## src/rtl/regfile_wb.sv

```systemverilog
// Architectural register file with write-back bypass and a load scoreboard.
// One write port from write-back, two combinational read ports to decode.
module regfile_wb #(
  parameter int unsigned DW     = 32,
  parameter int unsigned AW     = 5,
  parameter int unsigned RA_IDX = 31
) (
  input  logic          clk,
  input  logic          rst_n,
  input  logic [DW-1:0] wb_data,
  input  logic [AW-1:0] wb_rd,
  input  logic          wb_we,
  input  logic          wb_isLd,
  input  logic          wb_isCall,
  input  logic          ld_issue,
  input  logic [AW-1:0] ld_rd,
  input  logic [AW-1:0] rs_addr,
  input  logic [AW-1:0] rt_addr,
  output logic [DW-1:0] rs_data,
  output logic [DW-1:0] rt_data,
  output logic          rs_busy,
  output logic          rt_busy,
  output logic          stall
);

  localparam int unsigned NREG = 1 << AW;

  logic [DW-1:0]   regs [NREG];
  logic [NREG-1:0] busy;
  logic [NREG-1:0] busy_nxt;

  logic [AW-1:0] wdst;
  logic          wr_fire;
  logic          clr_fire;
  logic          set_fire;

  // Call link overrides the destination; register 0 is never a target.
  always_comb begin
    wdst     = wb_isCall ? AW'(RA_IDX) : wb_rd;
    wr_fire  = wb_we && (wdst != '0);
    clr_fire = wr_fire && wb_isLd;
    set_fire = ld_issue && (ld_rd != '0);
  end

  always_ff @(posedge clk or negedge rst_n) begin
    if (!rst_n) begin
      for (int i = 0; i < int'(NREG); i++) begin
        regs[i] <= '0;
      end
    end else if (wr_fire) begin
      regs[wdst] <= wb_data;
    end
  end

  // Clear first so a same-register load issue keeps the bit set.
  always_comb begin
    busy_nxt = busy;
    if (clr_fire) begin
      busy_nxt[wdst] = 1'b0;
    end
    if (set_fire) begin
      busy_nxt[ld_rd] = 1'b1;
    end
  end

  always_ff @(posedge clk or negedge rst_n) begin
    if (!rst_n) begin
      busy <= '0;
    end else begin
      busy <= busy_nxt;
    end
  end

  // Read port A: zero for r0, bypass a firing write, else storage.
  always_comb begin
    rs_data = regs[rs_addr];
    rs_busy = busy[rs_addr];
    if (rs_addr == '0) begin
      rs_data = '0;
      rs_busy = 1'b0;
    end else if (wr_fire && (rs_addr == wdst)) begin
      rs_data = wb_data;
      if (clr_fire) begin
        rs_busy = 1'b0;
      end
    end
  end

  // Read port B mirrors port A.
  always_comb begin
    rt_data = regs[rt_addr];
    rt_busy = busy[rt_addr];
    if (rt_addr == '0) begin
      rt_data = '0;
      rt_busy = 1'b0;
    end else if (wr_fire && (rt_addr == wdst)) begin
      rt_data = wb_data;
      if (clr_fire) begin
        rt_busy = 1'b0;
      end
    end
  end

  assign stall = rs_busy | rt_busy;

endmodule

```

## config.mk

```make
export PLATFORM = sky130hd
export DESIGN_NAME = regfile_wb
export DESIGN_NICKNAME = d
export VERILOG_FILES = /design/src/rtl/regfile_wb.sv
export SDC_FILE = /design/constraint.sdc
export NUM_CORES = 2
export LEC_CHECK = 0
export BUFFER_PORTS_ARGS = -buffer_cell sky130_fd_sc_hd__buf_2
export CORE_MARGIN = 3
export CORE_UTILIZATION = 30
export DETAILED_ROUTE_END_ITERATION = 16
export PLACE_DENSITY = 0.53
export SETUP_SLACK_MARGIN = 0.1
export SKIP_LAST_GASP = 1
export SLEW_MARGIN = 10
export SYNTH_ARGS = -nofsm -noshare
export SYNTH_HDL_FRONTEND = slang
export SYNTH_SLANG_ARGS = --single-unit
```

## constraint.sdc

```tcl
create_clock -name clk -period 2.65 [get_ports clk]
set_input_delay 0.1325 -clock clk [delete_from_list [all_inputs] [get_ports clk]]
set_output_delay 0.1325 -clock clk [all_outputs]
set_load 0.01 [all_outputs]
```

==> flow_metrics.env <==
export IMPL_io_pins=125
export IMPL_synthesis_nets=4027
export IMPL_cts_tree="yes"
export IMPL_die_w_um=441
export IMPL_yosysSeqAreaShare_pct=46.5
export IMPL_cts_made_buffers=114
export IMPL_dp_hpwl_mm=152
export IMPL_row_count=159
export IMPL_cp_required_ns=2.52
export IMPL_netlist_area_sq_mm=0.0568
export IMPL_finalHoldViolations=0
export IMPL_grt_pass1_wl_mm=322
export IMPL_min_period_over_period_pct=107
export IMPL_postSynthAreaPerCell_sq_um=14.3
export IMPL_finalCriticalPeriod_ns=2.83
export IMPL_port_buffers=124
export IMPL_synth_cells=3969
export IMPL_drt_first_iter_violations=3944
export IMPL_clockRootBuffer="clkbuf_16"
export IMPL_core_area_sq_mm=0.188
export IMPL_overflow=0
export IMPL_nets=4325
export IMPL_clock_fmax_mhz=353
export IMPL_cts_htree_levels=3
export IMPL_cp_startpoint="regs[509]"
export IMPL_grt_setup_unrepaired="true"
export IMPL_grt_max_degree=114
export IMPL_track_usage_pct=23.2
export IMPL_via_count=40063
export IMPL_yosysWarnings=0
export IMPL_initial_core_util_pct=30.2
export IMPL_die_height_um=441
export IMPL_synth_cell_type_count=62
export IMPL_ant_nets=0
export IMPL_synth_edff_count=0
export IMPL_p_leak_nw=31.0
export IMPL_place_area_sq_mm=0.0633
export IMPL_antenna_found_initial=10
export IMPL_multi_input_area_sq_mm=0.0298
export IMPL_clk_latency_ns=0.74
export IMPL_finalSetupTns_ns=-0.932
export IMPL_drive_gt1_share_pct=56.3
export IMPL_finalWeightedCongestion=0.888
export IMPL_grt_use_met3_pct=3.61
export IMPL_finClkSkew_ns=0
export IMPL_r2r_start="busy[29]"
export IMPL_maxCapViolCount=0
export IMPL_pre_cts_ws_ns=-0.427
export IMPL_routed_via_density=5.84
export IMPL_min_delay_start="wb_data[28]"
export IMPL_cts_sinks=1056
export IMPL_worstSetupEndpointType="output pin"
export IMPL_async_reset_ff_share_pct=100
export IMPL_relSlewSlack_pct=21.1
export IMPL_violations="setup timing"
export IMPL_first_global_vias=40811
export IMPL_setup_ws_ns=-0.184
export IMPL_worstSetupPathType="register to output pin"
export IMPL_slew_violations=0
export IMPL_arrival_ns=2.70
export IMPL_gr_usage_met1_pct=29.0
export IMPL_vdd_drop_max_uv=477
export IMPL_totalWireLength_mm=228
export IMPL_dr_pass1_iters=5
export IMPL_synth_ff_type="dfrtp_1"
export IMPL_final_design_area_no_fill_sq_mm=0.0696
export IMPL_die_area_sq_mm=0.194
export IMPL_drc=0
export IMPL_ys_ff_latch=1056
export IMPL_clock_path_buffers=3
export IMPL_register_area_sq_mm=0.0264
export IMPL_min_delay_path_class="primary input to register"
export IMPL_status="finished with violations"
export IMPL_use_met2_pct=37.7
export IMPL_start_kind="register"
export IMPL_powerDensity_mw_per_mm2=660
export IMPL_wl_per_cell_um=33.3
export IMPL_clk_pin_slew_ns=0.06
export IMPL_fillers=17820
export IMPL_grt_busiest_layer="met2"
export IMPL_finalSetupViolations=14
export IMPL_area_growth_pct=22.5
export IMPL_crit_fanout=3
export IMPL_tightest_slew_ns=1.18
-- final timing paths --
check / cells after the start / end / slack [ns]
hold reg to reg: 0 / regs[1021] / 0.38
setup reg to reg: 2 / busy[29] / 1.46
min in group asynchronous: 3 / regs[568] / 0.11
max in group asynchronous: 4 / regs[1000] / 1.78
hold / removal: 2 / regs[572] / 0.05
setup / recovery: 6 / rs_data[29] / -0.18
-- cell type report --
class / instances / area share, %
Multi-Input combinational cell: 2461 / 42.9
Sequential cell: 1056 / 38.0
Timing Repair Buffer: 625 / 9.03
Clock buffer: 173 / 4.88
Tap cell: 2495 / 4.49
Clock inverter: 32 / 0.673
Inverter: 9 / 0.0486
Antenna cell: 6 / 0.0216
-- synthesized netlist by cell type, drive strengths merged (14+ instances only) --
master	count	area, sq um
a211o	14	123
a211oi	33	248
a21oi	26	130
a22o	31	272
a22oi	43	323
buf	244	1410
clkbuf	199	747
dfrtp	1056	26400
mux2	989	11100
mux2i	203	2030
mux4	444	10000
nand2	136	510
nand2b	16	100
nand3	41	205
nor2	33	124
nor2b	16	100
nor3	65	330
o21ai	55	275
o22ai	173	1080
o41ai	19	166
-- logic make-up after synthesis --
kind of cell | share of synthesized area [%]
AOI/OAI and AO/OA | 5.60
xor gates and xnor gates | 0.0771
DFF | 46.5
and+or+nand+nor | 3.11
muxes | 40.8
buffers and inverters | 3.86
-- placed cells by master (no fill, tap or decap), types with 10 or more instances in the layout --
cell type,count
nand3_1,39
clkbuf_1,29
buf_12,119
clkinv_2,15
nor2_1,30
buf_4,342
buf_2,84
nand2b_1,12
dfrtp_1,1056
o22ai_2,41
a21oi_1,19
a22o_1,18
clkbuf_8,28
buf_6,42
a22oi_1,34
nor2b_1,12
a211oi_2,21
clkbuf_16,116
nand2_2,17
mux2i_1,186
nand2_4,11
dlygate4sd3_1,31
mux4_2,444
o21ai_0,52
nor3_2,18
mux2_2,978
o22ai_1,124
bufinv_16,10
nand2_1,108
o41ai_4,11
nor3_1,46
a211o_1,13
-- state kept, by name, indices dropped and copies added (netlist names) --
| name | count |
|---|---|
| regs | 1024 |
| busy | 32 |
-- timing repair --
action / CTS / global route
buffers inserted: 26 / 22
resized for setup: 249 / 56
hold buffers: 32 / 0
endpoints found under the hold margin: 779 / 0
endpoints found under the setup margin: 66 / 62
pin swaps: 110 / 46
-- where the power goes --
| group | switching, mW | total (mW) | internal [mW] |
|---|---|---|---|
| combinational | 4.43 | 9.33 | 4.90 |
| sequential | 1.54 | 19.8 | 18.3 |
| clock | 6.99 | 16.8 | 9.77 |
| total | 13.0 | 45.9 | 32.9 |
-- worst max-delay path, stage by stage (launching register included) --
cell and delay (ns):
dfrtp_1 0.40, mux4_2 0.53, mux2_4 0.29, o22ai_2 0.16
a311oi_2 0.09, mux2_4 0.35, buf_6 0.14
-- metrics by stage --
step	std cells	power [mW]	util, %	hold slack (ns)
6_report	6857	45.9	37.0	0.0475
5_1_grt	6853	47.6	37.0	0.0567
4_1_cts	6829	45.9	36.7	0.0186
3_5_place_dp	6569	28.5	33.7	0.0686
3_3_place_gp	6568	28.3	33.7	0.0770
2_1_floorplan	3969	24.9	-	-0.163
-- routing by layer --
layer | part of all wire, % | wire, um | up-vias
met5 | 0.0031 | 7 | -
met4 | 7.0 | 16000 | 2
met3 | 6.5 | 14800 | 567
met2 | 48 | 109000 | 1810
met1 | 39 | 88600 | 21679
li1 | - | - | 16005
(Power assumes the default switching activity.)
